==> src/rtl/vga_sprite_compositor.sv <==
// Composites one movable sprite over a background image for a 640x480-class VGA timing source.
// Optional build macro SPRITE_TRANSPARENCY_EN: sprite pixels equal to TRANSPARENT_KEY show the background.
module vga_sprite_compositor #(
  parameter int unsigned H_PIXELS        = 640,
  parameter int unsigned V_PIXELS        = 480,
  parameter int unsigned SPR_W           = 32,
  parameter int unsigned SPR_H           = 64,
  parameter int unsigned START_X         = 304,
  parameter int unsigned START_Y         = 208,
  parameter int unsigned ROM_LATENCY     = 1,
  parameter int unsigned STEP            = 1,
  parameter int unsigned FAST_STEP       = 4,
  parameter int unsigned HOLD_FRAMES     = 30,
  parameter logic [11:0] TRANSPARENT_KEY = 12'hF0F,
  localparam int unsigned SPR_AW = $clog2((SPR_W > SPR_H) ? SPR_W : SPR_H)
) (
  input  logic              Master_Clock_In,
  input  logic              Reset_N_In,
  input  logic              Disp_Ena_In,
  input  logic [9:0]        Val_Col_In,
  input  logic [9:0]        Val_Row_In,
  input  logic              Up,
  input  logic              Down,
  input  logic              Left,
  input  logic              Right,
  input  logic              Edge_Mode_In,
  output logic [9:0]        Bg_Addr_X,
  output logic [9:0]        Bg_Addr_Y,
  input  logic [11:0]       Bg_Data_In,
  output logic [SPR_AW-1:0] Spr_Addr_X,
  output logic [SPR_AW-1:0] Spr_Addr_Y,
  input  logic [11:0]       Spr_Data_In,
  output logic [3:0]        Red,
  output logic [3:0]        Green,
  output logic [3:0]        Blue,
  output logic [9:0]        Sprite_X,
  output logic [9:0]        Sprite_Y,
  output logic              Frame_Tick
);

  localparam int unsigned CNT_W     = $clog2(HOLD_FRAMES + 1);
  localparam logic [10:0] X_MAX     = 11'(H_PIXELS - SPR_W);
  localparam logic [10:0] Y_MAX     = 11'(V_PIXELS - SPR_H);
  localparam logic [CNT_W-1:0] HOLD_MAX  = CNT_W'(HOLD_FRAMES);
  localparam logic [CNT_W-1:0] HOLD_LAST = CNT_W'(HOLD_FRAMES - 1);

`ifdef SPRITE_TRANSPARENCY_EN
  localparam logic KEY_EN = 1'b1;
`else
  localparam logic KEY_EN = 1'b0;
`endif

  typedef enum logic {NORMAL, FAST} move_state_t;

  move_state_t      state;
  logic [CNT_W-1:0] hold_cnt;

  logic [10:0] col_w, row_w, sx_w, sy_w;
  logic        valid_c, hit_c, frame_end_c;
  logic [9:0]  rel_x_c, rel_y_c;

  logic [ROM_LATENCY:0] valid_pipe, hit_pipe;
  logic [11:0]          pix_c;

  logic               h_eff_c, v_eff_c;
  logic signed [10:0] step_c, dx_c, dy_c, nx_c, ny_c;
  logic [9:0]         next_x_c, next_y_c;

  // Stage A: classify the incoming coordinate against the active area and sprite box
  assign col_w   = {1'b0, Val_Col_In};
  assign row_w   = {1'b0, Val_Row_In};
  assign sx_w    = {1'b0, Sprite_X};
  assign sy_w    = {1'b0, Sprite_Y};
  assign valid_c = Disp_Ena_In && (col_w < 11'(H_PIXELS)) && (row_w < 11'(V_PIXELS));
  assign hit_c   = valid_c && (col_w >= sx_w) && (col_w < sx_w + 11'(SPR_W))
                           && (row_w >= sy_w) && (row_w < sy_w + 11'(SPR_H));
  assign rel_x_c = Val_Col_In - Sprite_X;
  assign rel_y_c = Val_Row_In - Sprite_Y;
  assign frame_end_c = Disp_Ena_In && (Val_Col_In == 10'(H_PIXELS - 1))
                                   && (Val_Row_In == 10'(V_PIXELS - 1));

  // ROM addresses plus valid/hit flags travelling alongside the ROM access
  always_ff @(posedge Master_Clock_In) begin
    if (!Reset_N_In) begin
      valid_pipe <= '0;
      hit_pipe   <= '0;
      Bg_Addr_X  <= '0;
      Bg_Addr_Y  <= '0;
      Spr_Addr_X <= '0;
      Spr_Addr_Y <= '0;
    end else begin
      valid_pipe <= {valid_pipe[ROM_LATENCY-1:0], valid_c};
      hit_pipe   <= {hit_pipe[ROM_LATENCY-1:0], hit_c};
      Bg_Addr_X  <= Val_Col_In;
      Bg_Addr_Y  <= Val_Row_In;
      Spr_Addr_X <= SPR_AW'(rel_x_c);
      Spr_Addr_Y <= SPR_AW'(rel_y_c);
    end
  end

  // Colour select once ROM data lines up with its flags
  always_comb begin
    pix_c = '0;
    if (valid_pipe[ROM_LATENCY]) begin
      if (hit_pipe[ROM_LATENCY] && !(KEY_EN && (Spr_Data_In == TRANSPARENT_KEY)))
        pix_c = Spr_Data_In;
      else
        pix_c = Bg_Data_In;
    end
  end

  always_ff @(posedge Master_Clock_In) begin
    if (!Reset_N_In) begin
      Red   <= '0;
      Green <= '0;
      Blue  <= '0;
    end else begin
      Red   <= pix_c[11:8];
      Green <= pix_c[7:4];
      Blue  <= pix_c[3:0];
    end
  end

  // Wrap or clamp a signed candidate coordinate into [0, maxv]
  function automatic logic [9:0] fit_axis(input logic signed [10:0] v,
                                          input logic [10:0] maxv,
                                          input logic clamp);
    logic [9:0] r;
    if (v < 11'sd0)
      r = clamp ? 10'd0 : maxv[9:0];
    else if (v > $signed(maxv))
      r = clamp ? maxv[9:0] : 10'd0;
    else
      r = v[9:0];
    return r;
  endfunction

  // Candidate position for this frame; opposing buttons cancel on their axis
  always_comb begin
    h_eff_c = Left ^ Right;
    v_eff_c = Up ^ Down;
    step_c  = (state == FAST) ? $signed(11'(FAST_STEP)) : $signed(11'(STEP));
    dx_c    = '0;
    dy_c    = '0;
    if (Right && !Left) dx_c = step_c;
    if (Left && !Right) dx_c = -step_c;
    if (Down && !Up)    dy_c = step_c;
    if (Up && !Down)    dy_c = -step_c;
    nx_c     = $signed(sx_w) + dx_c;
    ny_c     = $signed(sy_w) + dy_c;
    next_x_c = fit_axis(nx_c, X_MAX, Edge_Mode_In);
    next_y_c = fit_axis(ny_c, Y_MAX, Edge_Mode_In);
  end

  // Move FSM: position, hold counter and speed change only on the last visible pixel
  always_ff @(posedge Master_Clock_In) begin
    if (!Reset_N_In) begin
      state      <= NORMAL;
      hold_cnt   <= '0;
      Sprite_X   <= 10'(START_X);
      Sprite_Y   <= 10'(START_Y);
      Frame_Tick <= 1'b0;
    end else begin
      Frame_Tick <= frame_end_c;
      if (frame_end_c) begin
        Sprite_X <= next_x_c;
        Sprite_Y <= next_y_c;
        if (h_eff_c || v_eff_c) begin
          if (hold_cnt != HOLD_MAX) hold_cnt <= hold_cnt + 1'b1;
          if (hold_cnt >= HOLD_LAST) state <= FAST;
        end else begin
          hold_cnt <= '0;
          state    <= NORMAL;
        end
      end
    end
  end

endmodule

==> config.mk <==
export PLATFORM = sky130hd
export DESIGN_NAME = vga_sprite_compositor
export DESIGN_NICKNAME = d
export VERILOG_FILES = /design/src/rtl/vga_sprite_compositor.sv
export SDC_FILE = /design/constraint.sdc
export NUM_CORES = 1
export LEC_CHECK = 0
export BUFFER_PORTS_ARGS = -buffer_cell sky130_fd_sc_hd__buf_4
export CORE_AREA = 2 2 102 104
export DETAILED_ROUTE_END_ITERATION = 12
export DIE_AREA = 0 0 104 106
export PLACE_DENSITY = 0.86
export SLEW_MARGIN = 15
export SYNTH_ARGS = -nofsm -noshare
export SYNTH_HDL_FRONTEND = slang
export SYNTH_SLANG_ARGS = --single-unit
==> constraint.sdc <==
create_clock -name Master_Clock_In -period 3.1 [get_ports Master_Clock_In]
set_clock_uncertainty 0.1 [all_clocks]
set_input_delay 0.31 -clock Master_Clock_In [delete_from_list [all_inputs] [get_ports Master_Clock_In]]
set_output_delay 0.31 -clock Master_Clock_In [all_outputs]
set_load 0.02 [all_outputs]
# ---- After elaboration in Yosys (flattened, before gate mapping)
# Cells that the tools add are included.
dict set report totals {
  ff_bits 75
  in_bits 52
  output_inout_bits 65
  elab_cells 78
}
dict set report op_classes {
  n_addsub 8
  n_lt_le_gt_ge 11
  n_eq_ne 5
  mux 18
  bitwise_logic 2
  reduce_logical 20
}
# op n
set op_table {}
lappend op_table {{$mux 10} 6}
lappend op_table {{$add 11x11->11} 2}
lappend op_table {{$lt 10x11->1} 2}
lappend op_table {{$lt 11x1->1 const B} 2}
lappend op_table {{$mux 11} 2}
lappend op_table {{$ge 10x10->1} 2}
lappend op_table {{$mux 9} 2}
lappend op_table {{$logic_and 1x1->1} 12}
lappend op_table {{$mux 12} 1}
lappend op_table {{$sub 6x6->6} 2}
lappend op_table {{$add 10x6->11 const B} 1}
lappend op_table {{$add 10x7->11 const B} 1}
lappend op_table {{$gt 11x10->1 const B} 1}
lappend op_table {{$gt 11x11->1 const B} 1}
lappend op_table {{$neg 3->11} 1}
lappend op_table {{$eq 10x10->1 const B} 1}
lappend op_table {{$eq 10x9->1 const B} 1}
lappend op_table {{$lt 10x10->1 const B} 1}
lappend op_table {{$lt 10x9->1 const B} 1}
lappend op_table {{$mux 5} 2}
lappend op_table {{$mux 3} 3}
lappend op_table {{$reduce_and 2->1} 3}
lappend op_table {{$add 5x1->5 const B} 1}
lappend op_table {{$ge 5x5->1 const B} 1}
lappend op_table {{6 further kinds} 12}

# ---- Logic depth before layout (Yosys ltp)
# Gate-level depths: netlist of the first run.
dict set report depth {
  depth_word 8
  depth_mapped 15
  depth_no_buf 14
}

# ---- Worst setup path before layout of the first run
# No wires, ideal clock.
dict set report synth_path {
  kind {input port to flip-flop}
  start {in Right}
  end {reg Sprite_X[6]}
  setup_time_ns 0.103
  arrival_ns 2.964
  required_time_ns 2.897
  slack_ns -0.068
  cell_stages 15
  path_buffers 1
  path_cell_list {inv_1 ha_1 nor2_1 nor2_1 ha_1 inv_1 fa_1 nor2b_4 o31ai_2 a21o_1 a211oi_2 buf_4 nor3_1 a211o_1 a2111oi_2}
}
dict set report synth_via {
  elab_chain_len 7
  word_cells_on_any_way 10
  cone_classes {1 x add/sub; 2 x order compare; 4 x mux; 3 x reduce/logical}
}
# element line_no
set synth_rtl {}
lappend synth_rtl {{start, declared} 25} ;# input logic Right,
lappend synth_rtl {{$logic_and 1x1->1 / $logic_not 1->1 (equally long branches)} {145, 146}}
lappend synth_rtl {{$mux 3 / $logic_and 1x1->1 (equally long branches)} {145, 146}}
lappend synth_rtl {{$mux 11 *} 146} ;# if (Left && !Right) dx_c = -step_c;
lappend synth_rtl {{$add 11x11->11 *} 149} ;# nx_c = $signed(sx_w) + dx_c;
lappend synth_rtl {{$gt 11x11->1} 131} ;# else if (v > $signed(maxv))
lappend synth_rtl {{$mux 10} 131}
lappend synth_rtl {{$mux 10 *} 129} ;# if (v < 11'sd0)
lappend synth_rtl {{end signal, assigned} 160} ;# Sprite_X <= 10'(START_X);
lappend synth_rtl {{end signal, assigned} 166} ;# Sprite_X <= next_x_c;
lappend synth_rtl {{end, declared} 36} ;# output logic [9:0] Sprite_X,
# Every way passes the cells marked *; elsewhere a longest branch is shown, timed or not.
# A chain may end at the register's enable or synchronous reset.

# ---- Worst setup path in the final report of the first run
dict set report layout_path {
  start {reg state}
  end {reg Sprite_X[6]}
}
dict set report layout_via {
  elab_chain_len 7
  word_cells_on_any_way 9
  cone_classes {2 x add/sub; 2 x order compare; 5 x mux}
}
# element line_no
set layout_rtl {}
lappend layout_rtl {{start, declared} 55} ;# move_state_t state;
lappend layout_rtl {{start signal, assigned} 158} ;# state <= NORMAL;
lappend layout_rtl {{start signal, assigned} 170} ;# if (hold_cnt >= HOLD_LAST) state <= FAST;
lappend layout_rtl {{start signal, assigned} 173} ;# state <= NORMAL;
lappend layout_rtl {{$mux 3 *} 142} ;# step_c = (state == FAST) ? $signed(11'(FAST_STEP)) : $signed(11'(STEP));
lappend layout_rtl {{$neg 3->11 / $mux 3 (equally long branches)} {146, 145}}
lappend layout_rtl {{$mux 11 *} 146}
lappend layout_rtl {{$add 11x11->11 *} 149}
lappend layout_rtl {{$gt 11x11->1} 131}
lappend layout_rtl {{$mux 10} 131}
lappend layout_rtl {{$mux 10 *} 129}
# Marks and branches as above.

==> qor.csv, run 1 <==
stage;metric;value;unit
drt;detail_route.drc_violations;0;
worst_setup_path;ff2ff_setup_slack;0.23;ns
placement;detailedPlacementHpwl;10300;um
yosys;syn_inst;540;
yosys;area_share_of_the_largest_cell_type_after_synthesis;0.316;
yosys;synthesis.area_per_instance;8.80;sq um
global_routing;grt_remaining_overflow;0;
yosys;yosysUniqueCellTypes;68;
worst_hold_path;worst_hold_path_type;in -> reg;
finish;area_growth_syn_to_layout;29.1;%
timing;final_hold_viol_count;0;
worst_setup_path;worst-path-max-fanout;7;
yosys;async_flop_share;0;
drt;drt_pass1_iterations;5;
die;num_rows;37;
worst_setup_path;crit_family;compound AO/OA/AOI/OAI gates;
drt;route.detailed.vias_per_inst;5.56;
clock_tree;number_of_h_tree_levels;3;
clock_tree;tritoncts.num_buffers;9;
yosys;synth_largest_area_cell;dfxtp_1;
die;floorplan.initialDensity;0.475;
run;cap_violations;0;
clock_tree;cts_tree;built;
finish;insertedDiodeCount;0;
finish;layout-drive-gt1-share;0.249;
finish;nFillCells;855;
clock_tree;postCtsSetupRepairBufs;0;
global_routing;grt_max_degree;30;
worst_setup_path;crit_buf_inv;2;
clock_tree;clk_root_buffer_cell;clkbuf_8;
timing;tightestPinTransition;0.679;ns
finish;final_net_count;787;
run_status;status;complete, no violations;
worst_setup_path;crit_cells;11;
timing;finalSetupTns;0;ns
worst_setup_path;crit_path_start_kind;flip-flop;
placement;pre_cts_slack;-0.0822;ns
timing;finalSetupViolCount;0;
timing;max_freq;349;MHz
yosys;synth-edff-count;0;
power_and_ir_drop;irDropWorstVdd;0.150;mV
worst_setup_path;rr_worst_depth;11;
power_and_ir_drop;static-leakage-power;2.84;nW
global_routing;global_route_wire_length_before_repair;20900;um
yosys;synthesis.area;4750;sq um
timing;rsz_0062_raised_after_global_routing;false;
worst_setup_path;criticalPathCategory;reg -> reg;
yosys;yosysSeqAreaShare;0.316;
power_and_ir_drop;cellPowerDensity;367;nW/um^2
drt;via_count;4525;
timing;timing.final.max_slew_violations;0;
yosys;net_count_after_synthesis;654;
worst_setup_path;timing.critical_path.slowest_cell_delay;0.43;ns
placement;gpl.final_weighted_congestion;0.991;
yosys;synth_top_cells_by_count;dfxtp_1 (75), ha_1 (58), nor2_1 (53);
yosys;synth-seq-cells;75;
worst_setup_path;worst_ep_required_time;3.25;ns
die;fp.dieH;106;um
die;die_x;104;um
global_routing;grt_antenna_before_repair;0;
clock_tree;worstSkewPairLatency;0.35;ns
die;design.portCount;117;
die;placeableCoreArea;10000;sq um
clock_tree;tritoncts_num_sinks;75;
global_routing;via_count_of_the_first_global_routing_pass;4362;
yosys;ys_top_cells_by_area;dfxtp_1 (32%), ha_1 (15%), nor2_1 (4.2%), inv_1 (3.4%), mux2i_1 (2.9%);
worst_setup_path;critical_path.endpoint_type;flip-flop;
die;fp.dieArea;11000;sq um
placement;place.port_buffers;116;
global_routing;grt_use_total;0.236;
drt;first_iter_violations;391;
yosys;synthFlopType;dfxtp_1;
worst_setup_path;slowest_stage;fa_1;
worst_setup_path;cp_cell_sequence;nor2_1, ha_1, inv_1, fa_1, nor2b_4, o31ai_2, a21o_1, a211oi_2, buf_4, and3b_1, a2111oi_2;
worst_setup_path;critical_path_arrival;3.01;ns
drt;drt_wl_total;12800;um
drt;drt.antenna.violating_nets;0;
yosys;yosys.cell_count.top_type;dfxtp_1;
timing;slew_hr;0.547;
yosys;synth-warning-count;0;
drt;detail_route.wl_per_cell;15.8;um
worst_hold_path;whs_path_depth;2;
timing;fin_ws;0.234;ns
timing;post-route-min-period;2.87;ns
timing;timing.final.crit_share;0.925;
clock_tree;path_clk_slew;0.07;ns
clock_tree;ctsLongestPathBuffers;2;
==> flip-flops by register name (all words and copies together), names as in the netlist <==
register	count
state	1
hit_pipe	2
hold_cnt	5
Green	4
Sprite_Y	10
Spr_Addr_Y	6
Bg_Addr_Y	10
Frame_Tick	1
Bg_Addr_X	10
Blue	4
Sprite_X	10
Spr_Addr_X	6
valid_pipe	2
Red	4
==> through the flow <==
step	utilization	hold slack (ns)	std cells	power (mW)	cell area, sq um
global placement	0.590	0.317	798	1.41	5900
global route	0.613	0.0864	814	2.33	6130
detailed placement	0.590	0.319	798	1.43	5900
CTS	0.613	0.0683	814	2.26	6130
floorplan	-	0.312	540	1.25	4750
finish	0.613	0.0874	814	2.25	6130
==> final timing paths <==
check / start / end
max: state$_SDFFE_PN0P_ / Sprite_X[6]$_SDFFE_PN0P_
min: Val_Row_In[2] / Bg_Addr_Y[2]$_SDFF_PN0_
max reg2reg: state$_SDFFE_PN0P_ / Sprite_X[6]$_SDFFE_PN0P_
min reg2reg: hit_pipe[0]$_SDFF_PN0_ / hit_pipe[1]$_SDFF_PN0_
==> cells by family (layout without fill, tap and decap cells) <==
logic type / count (synthesis) / in the layout / synth area share
mux: 14 / 14 / 0.0295
xor+xnor: 23 / 23 / 0.0424
flops: 75 / 75 / 0.316
buf+inv: 58 / 196 / 0.0471
compound gates: 124 / 124 / 0.190
simple gates: 184 / 184 / 0.205
fa+ha+maj: 62 / 62 / 0.170
==> cell usage in the layout, fill, tap and decap left out, types with 12 or more instances in the layout <==
master / Yosys / layout
nor2_1: 53 / 53
nor3_1: 17 / 17
a21o_1: 12 / 12
mux2i_1: 14 / 14
ha_1: 58 / 57
o21ai_0: 21 / 21
and2_1: 18 / 18
inv_1: 43 / 43
a21oi_1: 26 / 26
xor2_1: 13 / 13
nand2_1: 23 / 23
buf_4: 1 / 135
dfxtp_1: 75 / 74
==> timing repair <==
item,in CTS,in global routing
endpoints found under the hold margin,0,0
hold buffers,0,0
resized for setup,0,2
setup endpoints to repair,0,1
==> power by group <==
| part | switching (mW) | internal, mW |
|---|---|---|
| Combinational | 0.226 | 0.188 |
| Clock | 0.346 | 0.496 |
| Sequential | 0.00708 | 0.989 |
==> cell type report <==
type                            count  area, sq um  area share
Inverter                           44          165      0.0269
Tap cell                          136          170      0.0277
Clock inverter                      4         72.6      0.0118
Timing Repair Buffer              136         1030       0.168
Multi-Input combinational cell    407         3040       0.495
Sequential cell                    75         1500       0.245
Clock buffer                       12          155      0.0253
==> routing by layer <==
metal | share of wire | track usage | vias to the layer above
met3 | 0.070 | 0.0356 | 29
met5 | 0 | 0 | -
met2 | 0.47 | 0.403 | 204
met1 | 0.42 | 0.283 | 2090
li1 | - | - | 2202
met4 | 0.040 | 0.135 | 0
No activity file was read; power rests on OpenSTA's default activity.
==> run 2, diff against run 1 <==
GPL_TIMING_DRIVEN = 0   (was unset)
==> qor.csv, run 2 (synthesis results as in run 1) <==
stage;metric;value;unit;change
global_routing;grt_max_degree;14;;was 30
drt;drt.antenna.violating_nets;0;;unchanged
timing;tightestPinTransition;0.704;ns;was 0.679 ns
die;fp.dieH;106;um;unchanged
clock_tree;ctsLongestPathBuffers;2;;unchanged
finish;commonest_cells_after_routing_fill_and_taps_aside;buf_4 (120), dfxtp_1 (74), ha_1 (55);;was buf_4 (135), dfxtp_1 (74), ha_1 (57)
global_routing;grt_remaining_overflow;0;;unchanged
placement;place.port_buffers;115;;was 116
drt;drt_wl_total;13400;um;was 12800 um
power_and_ir_drop;irDropWorstVdd;0.166;mV;was 0.150 mV
power_and_ir_drop;power_frac_seq;0.444;;was 0.443
worst_setup_path;worst_ep_required_time;3.26;ns;was 3.25 ns
power_and_ir_drop;netSwitchingPower;593;uW;was 578 uW
clock_tree;clk_root_buffer_cell;clkbuf_8;;unchanged
worst_setup_path;critical_path.endpoint_type;flip-flop;;unchanged
finish;final_net_count;785;;was 787
finish;layout_commonest_cell;buf_4;;unchanged
clock_tree;worstSkewPairLatency;0.35;ns;about the same
timing;timing.final.crit_share;0.953;;was 0.925
timing;slew_hr;0.531;;was 0.547
placement;gpl.final_weighted_congestion;0.891;;was 0.991
drt;via_count;4591;;was 4525
worst_setup_path;criticalPathCategory;reg -> reg;;unchanged
run;cap_violations;0;;unchanged
placement;detailedPlacementHpwl;10500;um;was 10300 um
finish;nFillCells;815;;was 855
drt;first_iter_violations;328;;was 391
global_routing;via_count_of_the_first_global_routing_pass;4456;;was 4362
die;die_x;104;um;unchanged
power_and_ir_drop;cellPowerDensity;364;nW/um^2;was 367 nW/um^2
placement;pre_cts_slack;-0.446;ns;was -0.0822 ns
timing;finalSetupViolCount;0;;unchanged
clock_tree;tritoncts_num_sinks;75;;unchanged
timing;final_hold_viol_count;0;;unchanged
drt;detail_route.drc_violations;0;;unchanged
power_and_ir_drop;p_int;1.65;mW;was 1.67 mW
clock_tree;cts_tree;built;;unchanged
worst_hold_path;worst_hold_path_type;in -> reg;;unchanged
clock_tree;path_clk_slew;0.08;ns;was 0.07 ns
die;floorplan.initialDensity;0.475;;unchanged
die;placeableCoreArea;10000;sq um;unchanged
drt;detail_route.wl_per_cell;16.5;um;was 15.8 um
power_and_ir_drop;static-leakage-power;2.79;nW;was 2.84 nW
power_and_ir_drop;power.clock.fraction;0.365;;was 0.374
global_routing;grt_use_total;0.235;;was 0.236
finish;area_growth_syn_to_layout;29.7;%;was 29.1%
worst_setup_path;worst-path-max-fanout;7;;unchanged
timing;finalSetupTns;0;ns;unchanged
die;fp.dieArea;11000;sq um;unchanged
finish;area_of_the_multi_input_gates;3140;sq um;was 3040 sq um
clock_tree;number_of_h_tree_levels;3;;unchanged
power_and_ir_drop;combinationalPowerShare;0.191;;was 0.184
global_routing;global_route_wire_length_before_repair;21100;um;was 20900 um
clock_tree;tritoncts.num_buffers;9;;unchanged
finish;regArea;1500;sq um;unchanged
drt;drt_pass1_iterations;5;;unchanged
worst_setup_path;critical_path_arrival;3.11;ns;was 3.01 ns
drt;route.detailed.vias_per_inst;5.65;;was 5.56
power_and_ir_drop;switch_share;0.265;;was 0.257
timing;fin_ws;0.146;ns;was 0.234 ns
timing;max_freq;339;MHz;was 349 MHz
global_routing;grt_antenna_before_repair;0;;unchanged
timing;rsz_0062_raised_after_global_routing;false;;unchanged
die;num_rows;37;;unchanged
finish;layout-drive-gt1-share;0.241;;was 0.249
die;design.portCount;117;;unchanged
timing;post-route-min-period;2.95;ns;was 2.87 ns
run_status;status;complete, no violations;;unchanged
timing;timing.final.max_slew_violations;0;;unchanged
worst_setup_path;crit_path_start_kind;flip-flop;;unchanged
==> run 2: cell types whose count changed in the layout (fill, tap and decap cells not counted), moves of 2 or more <==
cell	change
buf_4	-15
buf_1	+2
xor2_2	+2
ha_1	-2
ha_4	+2
xor2_1	-2
clkbuf_1	+9
buf_2	+2
==> run 2: metal layers <==
| metal | wire [um] | track usage | vias to the layer above |
|---|---|---|---|
| met5 | 0 | 0 | - |
| met4 | 540 | 0.113 | 0 |
| met3 | 998 | 0.0490 | 58 |
| met2 | 6600 | 0.422 | 244 |
| met1 | 5250 | 0.267 | 2090 |
| li1 | - | - | 2199 |
==> run 2: worst max-delay path, stage by stage, from the launching register on <==
cell       delay (ns)
dfxtp_2          0.42
nor2_1           0.08
ha_2             0.19
inv_1            0.07
fa_2             0.24
nor2b_4          0.06
o31a_2           0.31
o211ai_2         0.26
o311ai_2         0.21
a311oi_4         0.48
nor3_1           0.15
a2111oi_4        0.28
==> run 2: final timing paths <==
| path | startpoint | endpoint | slack [ns] | depth (start not counted) |
|---|---|---|---|---|
| setup / recovery | state$_SDFFE_PN0P_ | Sprite_X[6]$_SDFFE_PN0P_ | 0.15 | 11 |
| hold / removal | Val_Row_In[4] | Bg_Addr_Y[4]$_SDFF_PN0_ | 0.09 | 2 |
| setup reg to reg | state$_SDFFE_PN0P_ | Sprite_X[6]$_SDFFE_PN0P_ | 0.15 | 11 |
| hold reg to reg | hit_pipe[0]$_SDFF_PN0_ | hit_pipe[1]$_SDFF_PN0_ | 0.34 | 1 |
==> run 2: cell type report <==
class,instances,share of cell area
timing repair buffer,120,0.146
antenna,1,0.000406
tap,136,0.0276
clock inverter,4,0.0122
multi-input combinational,407,0.510
sequential,75,0.244
inverter,44,0.0268
buffer,14,0.0102
clock buffer,11,0.0230
==> run 2: what timing repair did <==
action / in CTS / in global routing
pin swaps: 0 / 5
gates resized for setup: 1 / 17
setup buffers: 0 / 5
setup endpoints to repair: 1 / 16
hold buffers: 0 / 0
==> run 2: stage by stage <==
stage,cell area (sq um),hold WS (ns),std cells,utilization,total power [mW]
2_1_floorplan,4750,0.312,540,-,1.25
3_3_place_gp,5790,0.319,791,0.579,1.39
4_1_cts,6010,0.0750,806,0.601,2.22
3_5_place_dp,5790,0.321,791,0.579,1.41
6_report,6160,0.0940,812,0.616,2.24
5_1_grt,6160,0.0840,811,0.616,2.32
==> run 2: power groups by stage <==
stage          Clock [mW]  Combinational [mW]  Sequential [mW]
5_1_grt             0.859               0.461            0.998
3_3_place_gp            0               0.374             1.02
3_5_place_dp            0               0.391             1.02
2_1_floorplan           0               0.202             1.05
6_report            0.817               0.428            0.996
4_1_cts             0.825               0.394            0.996
